--- src/rtl/fetch_pkg.sv ---
// Shared types and constants for the instruction-fetch stage.
package fetch_pkg;

    typedef enum logic [1:0] {IDLE, RUN, HALT} state_t;

    localparam logic [31:0] INSTR_NOP    = 32'h0000_0013;
    localparam logic [31:0] INSTR_EBREAK = 32'h0010_0073;

endpackage

--- src/rtl/fetch_if.sv ---
// Fetch-stage bus: instruction memory port, execute redirect and decode handshake.
interface fetch_if;

    logic [31:0] imem_addr;
    logic        imem_re;
    logic [31:0] imem_data;
    logic        redirect_valid;
    logic [31:0] redirect_pc;
    logic        if_valid;
    logic        if_ready;
    logic [31:0] if_instr;
    logic [31:0] if_pc;

    modport master (
        output imem_addr, imem_re, if_valid, if_instr, if_pc,
        input  imem_data, redirect_valid, redirect_pc, if_ready
    );

    modport slave (
        input  imem_addr, imem_re, if_valid, if_instr, if_pc,
        output imem_data, redirect_valid, redirect_pc, if_ready
    );

endinterface

--- src/rtl/fetch_unit.sv ---
// Instruction fetch: owns the PC, reads instruction memory and presents one
// registered instruction to decode over valid/ready; halts on EBREAK or fault.
module fetch_unit
    import fetch_pkg::*;
#(
    parameter logic [31:0] RESET_PC   = 32'h0000_0000,
    parameter int unsigned IMEM_WORDS = 256
) (
    input  logic     clk,
    input  logic     rst_n,
    input  logic     start,
    fetch_if.master  bus,
    output logic     halted,
    output logic     err
);

    state_t      state_q, state_d;
    logic [31:0] pc_q, pc_d;
    logic        valid_q, valid_d;
    logic [31:0] instr_q, instr_d;
    logic [31:0] ipc_q, ipc_d;
    logic        err_q, err_d;

    logic in_range;
    logic misaligned;
    logic slot_free;
    logic is_ebreak;

    assign in_range   = {2'b00, pc_q[31:2]} < IMEM_WORDS;
    assign misaligned = |bus.redirect_pc[1:0];
    assign slot_free  = !valid_q || bus.if_ready;
    assign is_ebreak  = bus.imem_data == INSTR_EBREAK;

    always_ff @(posedge clk or negedge rst_n) begin
        if (!rst_n) begin
            state_q <= IDLE;
        end else begin
            state_q <= state_d;
        end
    end

    always_comb begin
        state_d = state_q;
        case (state_q)
            IDLE: if (start) state_d = RUN;
            RUN: begin
                if (bus.redirect_valid) begin
                    if (misaligned) state_d = HALT;
                end else if (!in_range) begin
                    state_d = HALT;
                end else if (slot_free && is_ebreak) begin
                    state_d = HALT;
                end
            end
            HALT:    state_d = HALT;
            default: state_d = IDLE;
        endcase
    end

    always_comb begin
        bus.imem_re   = state_q == RUN;
        bus.imem_addr = {2'b00, pc_q[31:2]};
        bus.if_valid  = valid_q;
        bus.if_instr  = instr_q;
        bus.if_pc     = ipc_q;
        halted        = state_q == HALT;
        err           = err_q;
    end

    // Redirect outranks capture and stall; a redirect flushes even a word decode is taking.
    always_comb begin
        pc_d    = pc_q;
        valid_d = valid_q;
        instr_d = instr_q;
        ipc_d   = ipc_q;
        err_d   = err_q;
        if (valid_q && bus.if_ready) valid_d = 1'b0;
        if (state_q == RUN) begin
            if (bus.redirect_valid) begin
                valid_d = 1'b0;
                if (misaligned) err_d = 1'b1;
                else            pc_d  = bus.redirect_pc;
            end else if (!in_range) begin
                err_d = 1'b1;
            end else if (slot_free) begin
                valid_d = 1'b1;
                instr_d = bus.imem_data;
                ipc_d   = pc_q;
                if (!is_ebreak) pc_d = pc_q + 32'd4;
            end
        end
    end

    always_ff @(posedge clk or negedge rst_n) begin
        if (!rst_n) begin
            pc_q    <= RESET_PC;
            valid_q <= 1'b0;
            instr_q <= INSTR_NOP;
            ipc_q   <= 32'h0000_0000;
            err_q   <= 1'b0;
        end else begin
            pc_q    <= pc_d;
            valid_q <= valid_d;
            instr_q <= instr_d;
            ipc_q   <= ipc_d;
            err_q   <= err_d;
        end
    end

endmodule

--- src/flat_wrapper.sv ---
// flat-port wrapper written by rule: the top's interface ports become plain ports
module fetch_unit_flat import fetch_pkg::*;
#(
    parameter logic [31:0] RESET_PC   = 32'h0000_0000,
    parameter int unsigned IMEM_WORDS = 256
)
  (clk, rst_n, start, halted, err, bus_imem_addr, bus_imem_re, bus_if_valid, bus_if_instr, bus_if_pc, bus_imem_data, bus_redirect_valid, bus_redirect_pc, bus_if_ready);
  fetch_if bus_i ();
  input  logic clk;
  input  logic rst_n;
  input  logic start;
  output logic halted;
  output logic err;
  output wire logic [$bits(bus_i.imem_addr)-1:0] bus_imem_addr;
  output wire logic [$bits(bus_i.imem_re)-1:0] bus_imem_re;
  output wire logic [$bits(bus_i.if_valid)-1:0] bus_if_valid;
  output wire logic [$bits(bus_i.if_instr)-1:0] bus_if_instr;
  output wire logic [$bits(bus_i.if_pc)-1:0] bus_if_pc;
  input wire logic [$bits(bus_i.imem_data)-1:0] bus_imem_data;
  input wire logic [$bits(bus_i.redirect_valid)-1:0] bus_redirect_valid;
  input wire logic [$bits(bus_i.redirect_pc)-1:0] bus_redirect_pc;
  input wire logic [$bits(bus_i.if_ready)-1:0] bus_if_ready;
  assign bus_imem_addr = bus_i.imem_addr;
  assign bus_imem_re = bus_i.imem_re;
  assign bus_if_valid = bus_i.if_valid;
  assign bus_if_instr = bus_i.if_instr;
  assign bus_if_pc = bus_i.if_pc;
  assign bus_i.imem_data = bus_imem_data;
  assign bus_i.redirect_valid = bus_redirect_valid;
  assign bus_i.redirect_pc = bus_redirect_pc;
  assign bus_i.if_ready = bus_if_ready;
  fetch_unit #(.RESET_PC(RESET_PC), .IMEM_WORDS(IMEM_WORDS)) u_core (.clk(clk), .rst_n(rst_n), .start(start), .bus(bus_i), .halted(halted), .err(err));
endmodule
--- config.mk ---
export PLATFORM = sky130hd
export DESIGN_NAME = fetch_unit_flat
export DESIGN_NICKNAME = d
export VERILOG_FILES = /design/src/rtl/fetch_pkg.sv /design/src/rtl/fetch_if.sv /design/src/rtl/fetch_unit.sv /design/src/flat_wrapper.sv
export SDC_FILE = /design/constraint.sdc
export NUM_CORES = 1
export LEC_CHECK = 0
export ABC_CLOCK_PERIOD_IN_PS = 4700
export CAP_MARGIN = 10
export CORE_UTILIZATION = 49
export CTS_BUF_LIST = sky130_fd_sc_hd__clkbuf_2
export DETAILED_ROUTE_END_ITERATION = 6
export PLACE_DENSITY = 0.93
export SKIP_CTS_REPAIR_TIMING = 1
export SLEW_MARGIN = 20
export SYNTH_ARGS = -nofsm -noshare
export SYNTH_HDL_FRONTEND = slang
export SYNTH_SLANG_ARGS = --single-unit
--- constraint.sdc ---
create_clock -name clk -period 4.7 [get_ports clk]
set_clock_uncertainty 0.1 [all_clocks]
set_input_delay 0.705 -clock clk [delete_from_list [all_inputs] [get_ports clk]]
set_output_delay 0.705 -clock clk [all_outputs]
set_load 0.01 [all_outputs]
# [Yosys cells after proc, flatten, opt, wreduce, memory -nomap -nowiden]
# Cells that the tools add are included.
# Widths: inputs -> output; s select.
[word_totals] output_inout_bits=100 input_bits=69 wordCells=50 register_bits=100
[op_classes] n_eq_ne=10 bitwise=1 order_cmp=1 n_mux=19 reduce_logical=12 add_sub_neg=1
[ops] op="$mux 32" n=5
[ops] op="$add 32x3->32 const B" n=1
[ops] op="$eq 32x21->1 const B" n=1
[ops] op="$lt 30x9->1 const B" n=1
[ops] op="$mux 2" n=5
[ops] op="$mux 1" n=8
[ops] op="$ne 2x2->1 const B" n=4
[ops] op="$pmux 2 s3" n=1
[ops] op="$reduce_and 3->1" n=2
[ops] op="$reduce_and 5->1" n=1
[ops] op="$ne 4x4->1 const B" n=1
[ops] op="$reduce_and 4->1" n=1
[ops] op="$reduce_bool 2->1" n=2
[ops] op="$ne 3x2->1 const B" n=1
[ops] op="$eq 2x1->1 const B" n=1
[ops] op="$eq 2x2->1 const B" n=1
[ops] op="$logic_and 1x1->1" n=2
[ops] op="$logic_not 2->1" n=1
[ops] op="$ne 2x1->1 const B" n=1
[ops] op="$reduce_or 2->1" n=1
[ops] op="$logic_not 1->1" n=1
[ops] op="$logic_or 1x1->1" n=1
[ops] op="$not 1->1" n=1

# [Longest topological paths before layout]
[depth] ltp_word=7 depth_mapped=7

# [Worst setup path before layout]
# Ideal clock, no wire load.
[synth_path] kind="input-to-reg" start="in bus_imem_data[9]" end="reg u_core.state_q[0]" path_buffers=0 cell_stages=5 slack_ps=2162 t_arrival_ps=2311 path_cell_list="or4_4 -> nor4_4 -> nand3_1 -> a221o_1 -> mux2_1"
[synth_via] elab_chain_len=4
[synth_lines] item="start: declaration" line="flat_wrapper.sv:19" text="input wire logic [$bits(bus_i.imem_data)-1:0] bus_imem_data;"
[synth_lines] item="$eq 32x21->1" line="fetch_unit.sv:32" text="assign is_ebreak = bus.imem_data == INSTR_EBREAK;"
[synth_lines] item="$logic_and 1x1->1" line="fetch_unit.sv:51" text="end else if (slot_free && is_ebreak) begin"
[synth_lines] item="$ne 4x4->1 (no line)"
[synth_lines] item="$reduce_and 3->1 (no line)"
[synth_lines] item="end signal: assignment" line="fetch_unit.sv:38" text="state_q <= state_d;"
[synth_lines] item="end: declaration" line="fetch_unit.sv:17" text="state_t state_q, state_d;"
# No other way between the ends.
# A chain may end at the register's enable or synchronous reset.

# [Final worst setup path]
[layout_path] start="in bus_imem_data[9]" end="reg u_core.pc_q[2]"
[layout_via] elab_chain_len=3
[layout_lines] item="$eq 32x21->1" line="fetch_unit.sv:32"
[layout_lines] item="$ne 2x2->1 (no line)"
[layout_lines] item="$reduce_and 5->1 (no line)"
[layout_lines] item="end signal: assignment" line="fetch_unit.sv:102" text="pc_q <= pc_d;"
[layout_lines] item="end: declaration" line="fetch_unit.sv:18" text="logic [31:0] pc_q, pc_d;"
# No other way between the ends.

==> results.md <==
* Endpoints failing hold at 0
* Chip height at 98.4 um
* Failing checks: DRC
* Vias per cell at 5.53
* Worst Max-Slew Pin Slew at 0.930 ns
* Post-Place Cell Area at 0.00607 mm^2
* CTS Buffer Depth at 2
* Final setup violation count at 0
* RSZ-0062 raised after global routing: no
* GPL Wtd Cong at 0.848
* Mapped Area at 0.00455 mm^2
* Slew headroom at 37.9%
* Met3 Usage GRT at 6.08%
* Num Clock Sinks at 100
* EDFF count, synth at 0
* Crit-path cells: clkdlybuf4s50_1, or4_4, nor4_4, a211oi_2, nor2_2, mux2_2
* Clk Tree Root Cell: clkbuf_2
* Gr usage total at 23.4%
* WL per Instance at 17.4 um
* Final Cell Area at 0.00623 mm^2
* Largest net degree at the start of global routing at 63
* # diodes at 0
* Leakage at 2.80 nW
* Ys flop type: dfrtp_1
* H-tree depth at 3
* First-pass GRT wire length at 17.7 mm
* Clk pin slew, worst setup/hold paths at 0.27 ns
* Drt drc at 10
* Crit start category: input port
* Core area at 0.00885 mm^2
* CTS buffer count at 9
* Routed Antenna Nets at 0
* VDD IR max at 179 uV
* Fin nets at 597
* MaxCap Viol Count at 0
* Register area share after synthesis at 55.1%
* Synth area leader: dfrtp_1
* Most common cell after layout, fill and taps aside: clkdlybuf4s50_1
* Initial antenna violation count at 0
* Initial Utilization at 51.4%
* CTS tree: yes
* YS warnings at 0
* R2r worst-path depth at 5
* Crit Path Class: input port to register
* CP max FO at 23
* Largest delay share family, worst path: simple AND/OR/NAND/NOR gates
* Commonest cells after routing, fill and taps aside: clkdlybuf4s50_1 (165), dfrtp_1 (97), mux2_2 (45), nand2_1 (38), and2_1 (26)
* Yosys top cell area share at 53.4%
* Ys async rst share at 100%
* Crit-path max cell delay at 0.75 ns
* Full die area at 0.00967 mm^2
* Hold Crit Class: input port to asynchronous set/reset pin
* Setup_tns at 0 ns
* Vias in the first global route at 3616
* CP endpoint kind: register
* Pre-CTS setup slack at 1.02 ns
* Vias at 3511
* Worst R2R End: u_core.pc_q[2]$_DFFE_PN0P_
* #FFs+latches synth at 100
* Total gr overflow at 0
* Share of post-route cells with drive strength above 1 at 14.2%
* Time the worst path needs with I/O delays and setup at 3.11 ns
* FF-to-FF setup slack at 2.05 ns
* Met1 GRT Util at 28.6%
* Drt initial violations at 168
* Final slew viol count at 0
* Post-route setup slack at 1.59 ns
* Cell count after synthesis at 391
* Syn Area/Cell at 11.6 um^2
* Outcome: finished with violations
* Die width at 98.4 um
* Rows at 34
* Dpl cells at 620
* Slowest cell on crit path: nor2_2
* Detailed Route WL at 11.0 mm
* GR peak layer: met2
* Crit path required time at 5.06 ns
* Port Buf Inserts at 166
* Fillers at 636
* Top Ports at 169
* WP buf/inv at 1
* Max Fclk at 321 MHz
* Library cells used by synthesis at 47
* Post-DP HPWL at 8.11 mm
* Power density over the cells at 416 mW/mm^2
* Non-filler cells, final at 635
* Skew-Pair Late Insertion Delay at 0.55 ns
* Period utilization at 66.2%
* RR Startpoint: u_core.state_q[1]$_DFFE_PN0P_
* Area delta synth->final at 37.0%
* First-pass detailed-route iteration total at 7
* Most area-consuming cells after synthesis: dfrtp_1 (53%), mux2_2 (11%), buf_4 (5.3%)
* M2 GR Usage at 40.2%
* Final Util at 70.4%
* Worst Path Arrival at 3.47 ns
[through the flow]
stage / hold WS, ns / power (W)
after global routing: 0.0663 / 0.00273
final: 0.0660 / 0.00259
after floorplan: 0.309 / 0.00170
after detailed placement: 0.354 / 0.00209
after global placement: 0.343 / 0.00205
after CTS: 0.0551 / 0.00261
[sequential cells by signal, summed over array words and instances (netlist names)]
register             cells
u_core.bus.if_instr     32
u_core.bus.if_pc        32
u_core.bus.if_valid      1
u_core.err               1
u_core.pc_q             32
u_core.state_q           2
[worst max-delay path by stage]
stage,from,endpoint,slack [ns],cells past startpoint
2_1_floorplan,bus_imem_data[9],u_core.state_q[0]$_DFFE_PN0P_,2.16,5
3_3_place_gp,bus_imem_data[9],u_core.pc_q[2]$_DFFE_PN0P_,1.10,6
3_5_place_dp,bus_imem_data[9],u_core.pc_q[3]$_DFFE_PN0P_,1.02,6
4_1_cts,bus_imem_data[9],u_core.pc_q[2]$_DFFE_PN0P_,1.66,6
5_1_grt,bus_imem_data[9],u_core.pc_q[2]$_DFFE_PN0P_,1.53,6
6_report,bus_imem_data[9],u_core.pc_q[2]$_DFFE_PN0P_,1.59,6
[where the power goes]
| part | switching (W) | internal [W] |
|---|---|---|
| Combinational | 0.000347 | 0.000510 |
| Clock | 0.000287 | 0.000228 |
| Sequential | 0.000181 | 0.00104 |
[metal layers]
layer,vias to the layer above,routed length (um)
met5,-,0
met4,0,162
met3,16,921
met2,153,5440
met1,1719,4520
li1,1623,-
[layout make-up]
type | count | area, um^2 | share of cell area (%)
sequential | 100 | 2510 | 40.2
multi-input combinational | 232 | 1700 | 27.2
timing repair buffer | 169 | 1690 | 27.2
tap | 108 | 135 | 2.17
clock inverter | 6 | 113 | 1.81
clock buffer | 9 | 45.0 | 0.723
inverter | 11 | 41.3 | 0.663
[cell families (layout without fill, tap and decap cells)]
logic type,count (synthesis),in the layout,share of synthesized area (%)
AND/OR/NAND/NOR,127,127,16.1
multiplexers,47,47,11.6
flip-flops,100,100,55.1
other,1,2,0.0824
adder cells (fa/ha/maj),5,5,1.38
AO/OA/AOI/OAI,51,51,8.00
buffers and inverters,60,195,7.70
[Yosys cell counts (4+ instances only)]
library cell	instances
dfrtp_1	97
nor4_1	15
buf_2	4
buf_4	32
nand4_1	6
o21ai_0	8
ha_1	5
inv_1	11
o221ai_1	4
nor2b_1	4
o22a_1	9
nand2_1	38
clkbuf_1	12
nand3_1	9
a21oi_1	15
mux2_2	45
and2_1	26
(Power assumes the default switching activity.)
